===== config.mk =====
export PLATFORM = sky130hd
export DESIGN_NAME = generador_clk
export DESIGN_NICKNAME = d
export VERILOG_FILES = /design/src/rtl/generador_clk.sv
export SDC_FILE = /design/constraint.sdc
export NUM_CORES = 1
export LEC_CHECK = 0
export BUFFER_PORTS_ARGS = -buffer_cell sky130_fd_sc_hd__buf_2
export CORE_MARGIN = 2
export CORE_UTILIZATION = 54
export DETAILED_ROUTE_END_ITERATION = 10
export PLACE_DENSITY = 0.84
export SLEW_MARGIN = 5
export SYNTH_ARGS = -nofsm -noshare
export SYNTH_HDL_FRONTEND = slang
export SYNTH_SLANG_ARGS = --single-unit

===== constraint.sdc =====
create_clock -name CLK_NX -period 2.8 [get_ports CLK_NX]
set_clock_uncertainty 0.1 [all_clocks]
set_input_delay 0.28 -clock CLK_NX [delete_from_list [all_inputs] [get_ports CLK_NX]]
set_output_delay 0.28 -clock CLK_NX [all_outputs]
set_load 0.005 [all_outputs]

===== src/rtl/generador_clk.sv =====
// generador_clk: per-channel programmable clock dividers with a free-running
// pixel-rate divider. Every output comes straight from a register.
module generador_clk #(
    parameter  int NCH     = 2,
    parameter  int WIDTH   = 24,
    parameter  int DIV_RST = 12499999,
    parameter  int PIX_DIV = 2,
    localparam int CH_W    = (NCH > 1) ? $clog2(NCH) : 1
) (
    input  logic             CLK_NX,
    input  logic             reset,
    input  logic [NCH-1:0]   en,
    input  logic             ld_we,
    input  logic [CH_W-1:0]  ld_ch,
    input  logic [WIDTH-1:0] ld_div,
    output logic             pixel_rate,
    output logic             pixel_tick,
    output logic [NCH-1:0]   clk_out,
    output logic [NCH-1:0]   tick
);

    localparam int PW = (PIX_DIV > 1) ? $clog2(PIX_DIV) : 1;

    logic [WIDTH-1:0] cnt_q [NCH];
    logic [WIDTH-1:0] cnt_d [NCH];
    logic [WIDTH-1:0] div_q [NCH];
    logic [WIDTH-1:0] div_d [NCH];
    logic [NCH-1:0]   clk_q, clk_d;
    logic [NCH-1:0]   tick_q, tick_d;
    logic [NCH-1:0]   ld_hit;

    logic [PW-1:0]    pix_cnt_q, pix_cnt_d;
    logic             pix_rate_q, pix_rate_d;
    logic             pix_tick_q, pix_tick_d;

    // Decode the write strobe; an out-of-range index matches no channel.
    always_comb begin
        ld_hit = '0;
        for (int unsigned i = 0; i < NCH; i++) begin
            ld_hit[i] = ld_we && (ld_ch == CH_W'(i));
        end
    end

    // Per-channel next state: a load beats the terminal count, disabled channels hold.
    always_comb begin
        clk_d  = clk_q;
        tick_d = '0;
        for (int unsigned i = 0; i < NCH; i++) begin
            cnt_d[i] = cnt_q[i];
            div_d[i] = div_q[i];
            if (ld_hit[i]) begin
                div_d[i] = ld_div;
                cnt_d[i] = '0;
            end else if (en[i]) begin
                if (cnt_q[i] == div_q[i]) begin
                    cnt_d[i]  = '0;
                    clk_d[i]  = ~clk_q[i];
                    tick_d[i] = ~clk_q[i];
                end else begin
                    cnt_d[i] = cnt_q[i] + WIDTH'(1);
                end
            end
        end
    end

    // Free-running pixel divider next state.
    always_comb begin
        pix_cnt_d  = pix_cnt_q + PW'(1);
        pix_rate_d = pix_rate_q;
        pix_tick_d = 1'b0;
        if (pix_cnt_q == PW'(PIX_DIV - 1)) begin
            pix_cnt_d  = '0;
            pix_rate_d = ~pix_rate_q;
            pix_tick_d = ~pix_rate_q;
        end
    end

    // State registers with synchronous active-low reset.
    always_ff @(posedge CLK_NX) begin
        if (!reset) begin
            for (int unsigned i = 0; i < NCH; i++) begin
                cnt_q[i] <= '0;
                div_q[i] <= WIDTH'(DIV_RST);
            end
            clk_q      <= '0;
            tick_q     <= '0;
            pix_cnt_q  <= '0;
            pix_rate_q <= 1'b0;
            pix_tick_q <= 1'b0;
        end else begin
            for (int unsigned i = 0; i < NCH; i++) begin
                cnt_q[i] <= cnt_d[i];
                div_q[i] <= div_d[i];
            end
            clk_q      <= clk_d;
            tick_q     <= tick_d;
            pix_cnt_q  <= pix_cnt_d;
            pix_rate_q <= pix_rate_d;
            pix_tick_q <= pix_tick_d;
        end
    end

    assign clk_out    = clk_q;
    assign tick       = tick_q;
    assign pixel_rate = pix_rate_q;
    assign pixel_tick = pix_tick_q;

endmodule

==> key figures <==
Power
  – Worst IR Drop VDD: about 0.36 mV
  – PwrDens: 550 nW/um^2
  – Leak: between 1.5 and 2 nW

Clocking
  – Post_cts resized: 0
  – Skew-Pair Late Insertion Delay: 380 ps
  – H-tree depth: 3
  – Clk Tree Root Cell: clkbuf_8
  – CTS tree: done
  – TritonCTS Sinks: 103
  – Num CTS Buffers: 9
  – CTS max path bufs: 2
  – Reg clk slew, reported paths: 110 ps
  – # Post-CTS Setup Buffers: 0
  – Cts hold-fix bufs: 0

Hold path
  – Depth of the worst hold-timing path: 3
  – Hold EP: div_q[0][43]$_SDFFE_PN1P_
  – Worst Hold Class: primary input to register
  – HP Start: ld_div[19]

STA
  – FMAX: 456 MHz
  – Setup TNS: 0 ps
  – Relative slew slack: a little over two fifths
  – Unrepaired setup endpoints after global routing: false
  – Worst setup margin: around 610 ps
  – Worst-Margin Slew: roughly 870 ps
  – Final setup viols: 0
  – WHS: 25.0 ps
  – Tmin final: between 2000 and 2500 ps
  – Max-slew violations: 0
  – Period utilization: 78.4%
  – Final hold violations: 0

Run
  – MaxCap Viol Count: 0

Place
  – Final Wtd Congestion: 0.949
  – PortBufs: 35
  – Pre-CTS setup slack: 733 ps
  – Post-DP HPWL: 7390 um

Die
  – Starting Density: 55.2%
  – Placeable core area: 8130 um^2
  – Total die area: 9060 um^2
  – # IOs: 36
  – Die Height: ~95 um
  – Placement Rows: 33
  – Die Width: 95.2 um

Synth
  – Synthesized cell area: 4490 um^2
  – Synth Area in Simple Gates: around 30%
  – Adder-Cell Fraction of Synth Area: 0.557%
  – Multiplexer area fraction after synthesis: 0.446%
  – Largest family of logic cells by synthesized area: simple AND/OR/NAND/NOR gates
  – Post-synthesis net count: 570
  – Post-synthesis xor/xnor area fraction: a little under a fifth
  – Ys Warns: 0
  – Sequential share of the synthesized area: a little under half
  – Compound-Gate Fraction of Synth Area: 2.68%
  – Average size of a mapped cell: 8.34 um^2
  – Synth unique cells: 27
  – Synth Instances: 538
  – FF+latch count, synth: 103

Critical path
  – Worst Setup Start Kind: register
  – Worst setup EP type: register
  – R2r setup slk: 610 ps
  – Peak fanout along the critical path: 5
  – Critical R2R Launch: cnt_q[0][26]$_SDFFE_PP0P_
  – RR Endpoint: clk_out[1]$_SDFFE_PN0P_
  – Required time of the critical path: 3000 ps
  – Critical path class: register to register
  – Critical Path AT: approximately 2400 ps
  – R2R depth: 5

Global routing
  – Vias in the first global route: 3515
  – Largest net degree at the start of global routing: 37
  – Grt total ovfl: 0
  – First-pass GRT wire length: 16400 um
  – Antenna violations before repair: 0
  – Tot GR Track Use: 23.5%

Cells and area
  – Most common cell after layout, fill and taps aside: nand2_1
  – Antenna Cells: 0
  – Area Growth Syn to Fin: 10.1%
  – NumNets Final: 598
  – Fillers: 692
  – Share of cells above drive strength 1: 10.7%
  – Commonest non-fill, non-tap cells in the layout: nand2_1, dfxtp_1, nor2_1

Route
  – DRT iter0 DRCs: 222
  – Avg WL per Cell: 15.1 um
  – Vias per cell: 5.45
  – DRC Markers: 0
  – First-pass iteration count of the detailed router: 5
  – Post-route ant nets: 0
  – Vias after detailed routing: 3682
  – Total Wirelength: between 10000 and 15000 um

Run status
  – Status: complete, no violations
-- flip-flops by register name, indices dropped and copies added, names as in the netlist --
| register | cells |
|---|---|
| div_q | 48 |
| pixel_tick | 1 |
| clk_out | 2 |
| pix_cnt_q | 1 |
| tick | 2 |
| cnt_q | 48 |
| pixel_rate | 1 |
-- synth_stat cells --
cell type,n,share of area (%)
nor4b_1,1,0.20
nor2b_1,1,0.14
nand2_1,114,9.5
inv_1,4,0.33
or2_2,1,0.14
or4_1,2,0.33
clkbuf_1,19,1.6
nand4_1,21,2.9
ha_1,2,0.56
nor4_1,8,1.1
nor2_1,59,4.9
a21oi_1,18,2.0
buf_2,4,0.45
xnor2_1,48,9.4
or4_4,2,0.50
and3_1,9,1.3
buf_4,2,0.33
o31ai_1,2,0.33
nand2b_1,1,0.14
mux2i_1,2,0.45
nor3_1,8,0.89
dfxtp_1,103,46
and2_1,3,0.42
o21bai_1,2,0.33
nand3_1,49,5.5
xor2_1,47,9.2
and4_1,6,1.2
-- area by class of cell --
class                           count  area [um^2]  share of cell area (%)
Multi-Input combinational cell    406         2310                    46.6
Sequential cell                   103         2060                    41.7
Timing Repair Buffer               42          228                    4.61
Tap cell                          105          131                    2.66
Clock buffer                        9          124                    2.51
Clock inverter                      7         78.8                    1.59
Inverter                            4         15.0                   0.304
-- cell families after synthesis --
| group | count (synthesis) |
|---|---|
| and+or+nand+nor | 285 |
| DFF | 103 |
| xor gates and xnor gates | 95 |
| buffers and inverters | 29 |
| AOI/OAI and AO/OA | 22 |
| muxes | 2 |
| adders and majority gates | 2 |
-- per-layer routing --
metal	vias up	part of all wire (%)	track usage [%]
met4	0	2.9	11.2
met3	23	4.5	4.58
li1	1833	-	-
met5	-	0	0
met1	1729	42	27.1
met2	97	51	41.7
-- where the power goes --
part           internal, mW  total (mW)  switching [mW]  leakage (nW)
clock network         0.422       0.958           0.535        0.0929
registers              1.51        1.55          0.0410         0.840
logic                0.0850       0.205           0.120         0.994
total                  2.02        2.72           0.696          1.93
-- through the flow --
step	cell area [um^2]	instances	util (%)	power, mW
4_1_cts	4940	676	60.8	2.73
6_report	4940	676	60.8	2.72
2_1_floorplan	4490	538	-	1.72
3_3_place_gp	4740	660	58.3	1.78
3_5_place_dp	4740	660	58.3	1.79
5_1_grt	4940	676	60.8	2.81
-- critical path, stage by stage, from the launching register on --
cell and delay, ps:
dfxtp_1 380, xnor2_1 290, nand4_1 170, or4_4 540, or4_1 490, a21oi_1 160
-- worst max path at each step --
stage / startpoint / end / depth (start not counted)
after floorplan: cnt_q[0][31]$_SDFFE_PP0P_ / cnt_q[0][28]$_SDFFE_PP0P_ / 6
final: cnt_q[0][26]$_SDFFE_PP0P_ / clk_out[1]$_SDFFE_PN0P_ / 5
after global routing: cnt_q[0][26]$_SDFFE_PP0P_ / clk_out[1]$_SDFFE_PN0P_ / 5
after CTS: cnt_q[0][26]$_SDFFE_PP0P_ / clk_out[1]$_SDFFE_PN0P_ / 5
after detailed placement: cnt_q[0][26]$_SDFFE_PP0P_ / clk_out[1]$_SDFFE_PN0P_ / 5
after global placement: cnt_q[0][26]$_SDFFE_PP0P_ / clk_out[1]$_SDFFE_PN0P_ / 5
Power figures use the tool's default switching activity.
